File: config.mk
export PLATFORM = sky130hd
export DESIGN_NAME = alu_wb_sequencer
export DESIGN_NICKNAME = d
export VERILOG_FILES = /design/src/rtl/alu_wb_sequencer.sv
export SDC_FILE = /design/constraint.sdc
export NUM_CORES = 1
export LEC_CHECK = 0
export CAP_MARGIN = 5
export CORE_MARGIN = 5
export CORE_UTILIZATION = 54
export CTS_CLUSTER_DIAMETER = 80
export CTS_CLUSTER_SIZE = 40
export DETAILED_ROUTE_END_ITERATION = 10
export PLACE_DENSITY = 0.81
export REMOVE_ABC_BUFFERS = 1
export SYNTH_ARGS = -nofsm -noshare
export SYNTH_HDL_FRONTEND = slang
export SYNTH_SLANG_ARGS = --single-unit
File: constraint.sdc
create_clock -name wb_clk_i -period 4.4 [get_ports wb_clk_i]
set_clock_uncertainty 0.15 [all_clocks]
set_input_delay 1.32 -clock wb_clk_i [delete_from_list [all_inputs] [get_ports wb_clk_i]]
set_output_delay 1.32 -clock wb_clk_i [all_outputs]
set_load 0.02 [all_outputs]
File: src/rtl/alu_wb_sequencer.sv
// Wishbone slave that sequences vectors into the dual lockstep 4-bit ALU.
// Optional ALU_WB_STOP_ON_MISMATCH_EN: sweeps halt at the first mismatch.
module alu_wb_sequencer #(
    parameter logic [31:0] BASE_ADDR   = 32'h3000_0000,
    parameter int          ALU_LATENCY = 1,
    parameter int          CNT_W       = 16
) (
    input  logic        wb_clk_i,
    input  logic        wb_rst_i,
    input  logic        wbs_stb_i,
    input  logic        wbs_cyc_i,
    input  logic        wbs_we_i,
    input  logic [3:0]  wbs_sel_i,
    input  logic [31:0] wbs_dat_i,
    input  logic [31:0] wbs_adr_i,
    output logic        wbs_ack_o,
    output logic [31:0] wbs_dat_o,
    output logic [3:0]  alu_a0,
    output logic [3:0]  alu_b0,
    output logic [3:0]  alu_a1,
    output logic [3:0]  alu_b1,
    output logic [1:0]  alu_sel1,
    output logic [1:0]  alu_sel2,
    input  logic [3:0]  alu_out1,
    input  logic [3:0]  alu_out2,
    input  logic        alu_carry1,
    input  logic        alu_carry2,
    input  logic [3:0]  alu_x,
    input  logic        alu_y,
    output logic        irq
);

    typedef enum logic [1:0] {
        IDLE,
        DRIVE,
        WAIT,
        CAPT
    } state_t;

    state_t state, state_nx;

    logic             req, hit, busy, drive, capt;
    logic [2:0]       idx;
    logic [31:0]      rdata, oper_m, count_m, seed_m, status;
    logic             wr_ctrl, wr_oper, wr_count, wr_stat, wr_seed;
    logic             mode, irq_en, run_mode, done, mm_flag, cf_flag;
    logic [19:0]      oper, seed, lfsr, lfsr_nx, seed_eff, vec;
    logic [CNT_W-1:0] count, remain, mm_cnt;
    logic [2:0]       wcnt;
    logic [14:0]      result;
    logic [11:0]      idx_field;
    logic             start_req, go, zero_run, finish;
    logic             mm_now, cf_now, clr;
    logic             unused_adr;

`ifdef ALU_WB_STOP_ON_MISMATCH_EN
    logic [CNT_W-1:0] vidx;
    logic [11:0]      mm_idx;
`endif

    function automatic logic [31:0] merge(
        input logic [31:0] old,
        input logic [31:0] d,
        input logic [3:0]  be
    );
        logic [31:0] r;
        for (int i = 0; i < 4; i++)
            r[i*8 +: 8] = be[i] ? d[i*8 +: 8] : old[i*8 +: 8];
        return r;
    endfunction

    // Sweep vectors feed identical operands to both lanes.
    function automatic logic [19:0] lfsr_vec(input logic [19:0] l);
        return {l[9:8], l[9:8], l[7:4], l[3:0], l[7:4], l[3:0]};
    endfunction

    assign unused_adr = ^wbs_adr_i[1:0];

    always_comb begin
        req       = wbs_stb_i & wbs_cyc_i & ~wbs_ack_o;
        hit       = wbs_adr_i[31:5] == BASE_ADDR[31:5];
        idx       = wbs_adr_i[4:2];
        wr_ctrl   = req & hit & wbs_we_i & (idx == 3'd0);
        wr_oper   = req & hit & wbs_we_i & (idx == 3'd1);
        wr_count  = req & hit & wbs_we_i & (idx == 3'd2);
        wr_stat   = req & hit & wbs_we_i & (idx == 3'd4);
        wr_seed   = req & hit & wbs_we_i & (idx == 3'd5);
        oper_m    = merge({12'b0, oper}, wbs_dat_i, wbs_sel_i);
        count_m   = merge(32'(count), wbs_dat_i, wbs_sel_i);
        seed_m    = merge({12'b0, seed}, wbs_dat_i, wbs_sel_i);
        clr       = wr_ctrl & wbs_sel_i[0] & wbs_dat_i[2];
        start_req = wr_ctrl & wbs_sel_i[0] & wbs_dat_i[0]
                  & (state == IDLE);
        go        = start_req & (~wbs_dat_i[1] | (count != '0));
        zero_run  = start_req & wbs_dat_i[1] & (count == '0);
        seed_eff  = (seed == '0) ? 20'd1 : seed;
        lfsr_nx   = {lfsr[18:0], lfsr[19] ^ lfsr[16]};
        mm_now    = (alu_out1 != alu_out2) | (alu_carry1 != alu_carry2);
        cf_now    = (alu_x != (alu_out1 ^ alu_out2))
                  | (alu_y != (alu_carry1 ^ alu_carry2));
`ifdef ALU_WB_STOP_ON_MISMATCH_EN
        finish    = ~run_mode | (remain == CNT_W'(1)) | mm_now;
        idx_field = mm_idx;
`else
        finish    = ~run_mode | (remain == CNT_W'(1));
        idx_field = '0;
`endif
    end

    always_ff @(posedge wb_clk_i) begin
        if (wb_rst_i) state <= IDLE;
        else          state <= state_nx;
    end

    always_comb begin
        state_nx = state;
        unique case (state)
            IDLE:  if (go) state_nx = DRIVE;
            DRIVE: state_nx = WAIT;
            WAIT:  if (wcnt == '0) state_nx = CAPT;
            CAPT:  state_nx = finish ? IDLE : DRIVE;
            default: state_nx = IDLE;
        endcase
    end

    always_comb begin
        busy  = 1'b0;
        drive = 1'b0;
        capt  = 1'b0;
        unique case (state)
            IDLE:  busy  = 1'b0;
            DRIVE: begin
                busy  = 1'b1;
                drive = 1'b1;
            end
            WAIT:  busy  = 1'b1;
            CAPT:  begin
                busy  = 1'b1;
                capt  = 1'b1;
            end
            default: busy = 1'b0;
        endcase
    end

    always_comb begin
        status = {16'(mm_cnt), idx_field,
                  cf_flag, mm_flag, done, busy};
        rdata  = '0;
        case (idx)
            3'd0: rdata = {28'b0, irq_en, 1'b0, mode, 1'b0};
            3'd1: rdata = {12'b0, oper};
            3'd2: rdata = 32'(count);
            3'd3: rdata = {17'b0, result};
            3'd4: rdata = status;
            3'd5: rdata = {12'b0, seed};
            default: rdata = '0;
        endcase
    end

    always_ff @(posedge wb_clk_i) begin
        if (wb_rst_i) begin
            wbs_ack_o <= 1'b0;
            wbs_dat_o <= '0;
            mode      <= 1'b0;
            irq_en    <= 1'b0;
            run_mode  <= 1'b0;
            done      <= 1'b0;
            mm_flag   <= 1'b0;
            cf_flag   <= 1'b0;
            oper      <= '0;
            seed      <= 20'h00001;
            lfsr      <= '0;
            vec       <= '0;
            count     <= '0;
            remain    <= '0;
            mm_cnt    <= '0;
            wcnt      <= '0;
            result    <= '0;
`ifdef ALU_WB_STOP_ON_MISMATCH_EN
            vidx      <= '0;
            mm_idx    <= '0;
`endif
        end else begin
            wbs_ack_o <= req;
            wbs_dat_o <= (req & hit & ~wbs_we_i) ? rdata : '0;
            if (wr_ctrl && wbs_sel_i[0]) begin
                mode   <= wbs_dat_i[1];
                irq_en <= wbs_dat_i[3];
            end
            if (wr_oper && !busy) begin
                oper <= oper_m[19:0];
                if (!mode) vec <= oper_m[19:0];
            end
            if (wr_count && !busy) count <= count_m[CNT_W-1:0];
            if (wr_seed && !busy)  seed  <= seed_m[19:0];
            if (wr_stat && wbs_sel_i[0]) begin
                if (wbs_dat_i[1]) done    <= 1'b0;
                if (wbs_dat_i[2]) mm_flag <= 1'b0;
                if (wbs_dat_i[3]) cf_flag <= 1'b0;
            end
            if (clr) begin
                mm_cnt  <= '0;
                mm_flag <= 1'b0;
                cf_flag <= 1'b0;
`ifdef ALU_WB_STOP_ON_MISMATCH_EN
                mm_idx  <= '0;
`endif
            end
            if (zero_run) done <= 1'b1;
            if (go) begin
                run_mode <= wbs_dat_i[1];
                remain   <= count;
                lfsr     <= seed_eff;
                vec      <= wbs_dat_i[1] ? lfsr_vec(seed_eff) : oper;
`ifdef ALU_WB_STOP_ON_MISMATCH_EN
                vidx     <= '0;
`endif
            end
            if (drive) wcnt <= 3'(ALU_LATENCY - 1);
            else if (state == WAIT) wcnt <= wcnt - 3'd1;
            // Capture-side sets are placed last so they beat W1C/CLR.
            if (capt) begin
                result <= {alu_y, alu_x, alu_carry2, alu_carry1,
                           alu_out2, alu_out1};
                remain <= remain - CNT_W'(1);
                if (mm_now) begin
                    mm_flag <= 1'b1;
                    if (mm_cnt != '1) mm_cnt <= mm_cnt + CNT_W'(1);
`ifdef ALU_WB_STOP_ON_MISMATCH_EN
                    mm_idx  <= 12'(vidx);
`endif
                end
                if (cf_now) cf_flag <= 1'b1;
`ifdef ALU_WB_STOP_ON_MISMATCH_EN
                vidx <= vidx + CNT_W'(1);
`endif
                if (finish) begin
                    done <= 1'b1;
                end else begin
                    lfsr <= lfsr_nx;
                    vec  <= lfsr_vec(lfsr_nx);
                end
            end
        end
    end

    assign alu_a0   = vec[3:0];
    assign alu_b0   = vec[7:4];
    assign alu_a1   = vec[11:8];
    assign alu_b1   = vec[15:12];
    assign alu_sel1 = vec[17:16];
    assign alu_sel2 = vec[19:18];
    assign irq      = irq_en & done;

endmodule
==> summary.md <==
| Metric | Value |
|---|---|
| Post-synth top area cell | sky130_fd_sc_hd__dfxtp_1 |
| Die span in y | 136.9 um |
| Initial Utilization | ~55% |
| Post-CTS Setup Inserts | 0 |
| Cts bufs inserted | 17 |
| Peak supply drop | 0.0003057 V |
| Post-synthesis average cell area | between 9 and 10 sq um |
| Time the final worst path needs with I/O delays and setup | between 3 and 4 ns |
| Final Slew Violations | 0 |
| Number of H-tree branching levels | 4 |
| Count of maximum capacitance violations | 0 |
| DP Worst Slack | around 0.20 ns |
| Cell leakage power | roughly 4.3 nW |
| CTS tree | done |
| Synth warnings | 0 |
| Routed length per instance | 20.08 um |
| FF-to-FF path depth | 7 |
| Starting DRC count in detailed routing | 916 |
| Transition time at the pin with the least slew margin | 0.7968 ns |
| Number of nets at the end of the flow | 1170 |
| Count of final hold-check violations | 0 |
| Detailed-route wire length | ~26000 um |
| Worst-path cell chain | clkdlybuf4s50_1, or4_4, nor4_4, and3_1, buf_4, nand4_2, mux2i_1, nor2_1 |
| Clock slew seen by the registers of the worst setup and hold paths | roughly 0.070 ns |
| Most frequent cell after synthesis | sky130_fd_sc_hd__dfxtp_1 |
| CP endpoint | seed[13] |
| Number of buffers between clock root and the deepest sink | 2 |
| Count of vias placed by the detailed router | around 8000 |
| Biggest area contributors in the synthesized netlist | sky130_fd_sc_hd__dfxtp_1 (43%), sky130_fd_sc_hd__mux2i_1 (12%), sky130_fd_sc_hd__nor2_1 (6.0%), sky130_fd_sc_hd__nand2_1 (2.8%), sky130_fd_sc_hd__a22oi_1 (2.8%) |
| Total clock sinks | between 150 and 200 |
| Kind of start point of the critical path | primary input |
| Share of post-route cells with drive strength above 1 | about a tenth |
| Worst Path Class, Setup | in -> reg |
| Final setup violating endpoints | 0 |
| Maximum fanout count along the critical path | 8 |
| Floorplan core area | between 0.015 and 0.02 sq mm |
| Final period utilization | between 80 and 90% |
| Area of all placed cells without fillers | between 0.01 and 0.015 sq mm |
| Levels on crit path | 8 |
| Slew margin rel. | ~47% |
| Run status | finished, final reports clean |
| Worst-case register-to-register setup slack | about 1.2 ns |
| Gpl congestion | roughly 0.92 |
| Area of the die | roughly 0.019 sq mm |
| Root buffer selected by CTS | sky130_fd_sc_hd__clkbuf_16 |
| Placed Area | a little over 0.01 sq mm |
| Number of flops mapped to enable cells by yosys | 0 |
| Number of top-level design ports | approximately 140 |
| Diodes inserted | 0 |
| Fillcell total | 1270 |
| Die Width | about 140 um |
| Number of search-and-repair iterations in the first detailed-routing pass | 6 |
| Netlist Area Pre-Place | 0.008697 sq mm |
| PwrDens | between 300 and 400 mW/mm^2 |
| Commonest cells in the netlist | sky130_fd_sc_hd__dfxtp_1 (187), sky130_fd_sc_hd__nor2_1 (139), sky130_fd_sc_hd__mux2i_1 (100), sky130_fd_sc_hd__nand2_1 (65), sky130_fd_sc_hd__clkbuf_1 (43) |
| Clock insertion delay at the later pin of the skew report | 0.45 ns |
| Crit path arrival time | 4.02 ns |
| Global-route wire length before repair | between 40000 and 50000 um |
| Via count of the first global-routing pass | about 7700 |
| Worst EP required | 4.57 ns |
| Sequential cell area fraction in the yosys report | ~43% |
| Worst Setup End Kind | register |
| Global-route congestion overflow total | 0 |
| Post-synthesis cell type count | 67 |
| CTS Hold Buffers Added | 0 |
| Largest net degree at the start of global routing | 61 |
| Crit-path max cell delay | 0.55 ns |
| Syn Inst Count | about 960 |
| Via count normalized by instance count | around 6.2 |
| Syn-to-layout area delta | 24.36% |
| Count of buffers inserted at the top-level ports | ~130 |
| Setup ws final | 0.5506 ns |
| Post-detail-place hpwl | about 18000 um |
| Launching element of the worst setup path | wbs_adr_i[19] |
| Proportion of netlist area held by the largest area contributor | between 40% and 50% |
| Share of async-settable or async-resettable flops after synthesis | 0% |
| Cell with the biggest individual delay on the critical path | sky130_fd_sc_hd__or4_4 |
| Initial antenna violation count | 0 |
| Aggregate global-route resource usage | between 20 and 30% |
| Worst min path class | reg -> reg |
| Number of remaining DRC errors | 0 |
| Register bit count reported by yosys | ~190 |
| Worst flop-to-flop path endpoint | vec[10] |
| Startpoint of the lowest-slack register-to-register path | remain[7] |
| Antenna-violating nets left | 0 |
| Dominant register cell in the synthesized netlist | sky130_fd_sc_hd__dfxtp_1 |
| Largest delay contributor family on the critical path | simple AND/OR/NAND/NOR gates |
| Unrepaired setup endpoints after global routing | no |
| Placement row count | between 40 and 50 |
| Top achievable clock speed | 259.8 MHz |
| Resize count post-CTS | 0 |
| Crit path buf inv count | 2 |
worst reg2reg max path, stage by stage (launching register included):
cell,delay (ns)
sky130_fd_sc_hd__dfxtp_1,0.35
sky130_fd_sc_hd__or3_4,0.42
sky130_fd_sc_hd__or4_4,0.55
sky130_fd_sc_hd__o311ai_4,0.55
sky130_fd_sc_hd__buf_4,0.42
sky130_fd_sc_hd__o21ai_0,0.18
sky130_fd_sc_hd__o21bai_1,0.32
sky130_fd_sc_hd__nor3_1,0.22
worst min path at each step:
stage	startpoint	to	slack [ns]	depth (start not counted)
floorplan	remain[6]	remain[6]	0.27	1
detailed placement	remain[6]	remain[6]	0.31	1
global placement	remain[6]	remain[6]	0.30	1
CTS	remain[6]	remain[6]	0.32	1
finish	remain[6]	remain[6]	0.33	1
global route	lfsr[13]	lfsr[13]	0.35	2
cell families after synthesis:
logic type               after synthesis  synth area share (%)
buffers and inverters                 78                 3.712
XOR/XNOR                              20                 2.014
flip-flops                           187                 43.04
multiplexers                         114                 13.45
AO/OA/AOI/OAI                        196                 15.77
AND/OR/NAND/NOR                      359                 20.57
adder cells (fa/ha/maj)               10                 1.439
state kept, by name (all words and copies together), names as in the netlist:
register,cells
state,2
mode,1
vec,20
remain,16
wbs_ack_o,1
irq_en,1
cf_flag,1
seed,20
run_mode,1
done,1
wbs_dat_o,32
wcnt,3
oper,20
lfsr,20
count,16
result,15
mm_flag,1
mm_cnt,16
final cells by class:
class                      count  area [sq um]  area share, %
clock inverter                14         183.9          1.701
multi-input combinational    699          4643          42.93
tap                          216         270.3          2.499
timing repair buffer         152          1479          13.67
inverter                      15         56.30         0.5206
sequential                   187          3744          34.61
clock buffer                  18         439.2          4.061
metrics by stage:
| step | power [mW] | setup TNS, ns | hold slack (ns) | util (%) | cells |
|---|---|---|---|---|---|
| 2_1_floorplan | 1.815 | -0.3123 | 0.2741 | - | 901 |
| 3_3_place_gp | 1.960 | 0 | 0.3016 | 64.40 | 1269 |
| 3_5_place_dp | 1.963 | 0 | 0.3076 | 64.40 | 1269 |
| 4_1_cts | 3.559 | 0 | 0.3241 | 68.33 | 1301 |
| 5_1_grt | 3.654 | 0 | 0.3521 | 68.33 | 1301 |
| 6_report | 3.557 | 0 | 0.3287 | 68.33 | 1301 |
cells in the final DEF (no fill, tap or decap), types with 5 or more instances in the layout:
master and instances:
sky130_fd_sc_hd__and2_1 15, sky130_fd_sc_hd__o21bai_1 7, sky130_fd_sc_hd__nand4_2 7, sky130_fd_sc_hd__nand2_1 65
sky130_fd_sc_hd__xnor2_1 14, sky130_fd_sc_hd__mux2i_1 100, sky130_fd_sc_hd__nand4_1 8, sky130_fd_sc_hd__ha_1 10
sky130_fd_sc_hd__clkbuf_16 17, sky130_fd_sc_hd__a2111oi_0 17, sky130_fd_sc_hd__a31oi_1 29, sky130_fd_sc_hd__xor2_1 6
sky130_fd_sc_hd__a22oi_1 32, sky130_fd_sc_hd__o21ai_0 23, sky130_fd_sc_hd__nor2_1 138, sky130_fd_sc_hd__nand3_1 18
sky130_fd_sc_hd__or2_2 5, sky130_fd_sc_hd__a21oi_1 40, sky130_fd_sc_hd__inv_1 15, sky130_fd_sc_hd__nor3_1 33
sky130_fd_sc_hd__dfxtp_1 187, sky130_fd_sc_hd__nor2b_1 6, sky130_fd_sc_hd__nor4_1 30, sky130_fd_sc_hd__a211oi_1 7
sky130_fd_sc_hd__mux2_2 13, sky130_fd_sc_hd__and3_1 8, sky130_fd_sc_hd__buf_4 25, sky130_fd_sc_hd__clkdlybuf4s50_1 125
metal layers:
layer  track usage [%]  routed length, um  vias to the layer above  part of all wire (%)
met4             11.20                718                        0                   2.7
met1             37.15              10770                     3853                    41
met2             43.07              11900                      434                    46
met5                 0                  0                        -                     0
met3             7.574               2740                       67                    10
li1                  -                  -                     3731                     -
report_power, final:
part / switching (mW) / internal [mW] / total [mW]
Combinational: 0.130 / 0.104 / 0.234
Clock: 0.705 / 0.921 / 1.63
Sequential: 0.00274 / 1.69 / 1.70
Total: 0.837 / 2.72 / 3.56
Power figures use the tool's default switching activity.
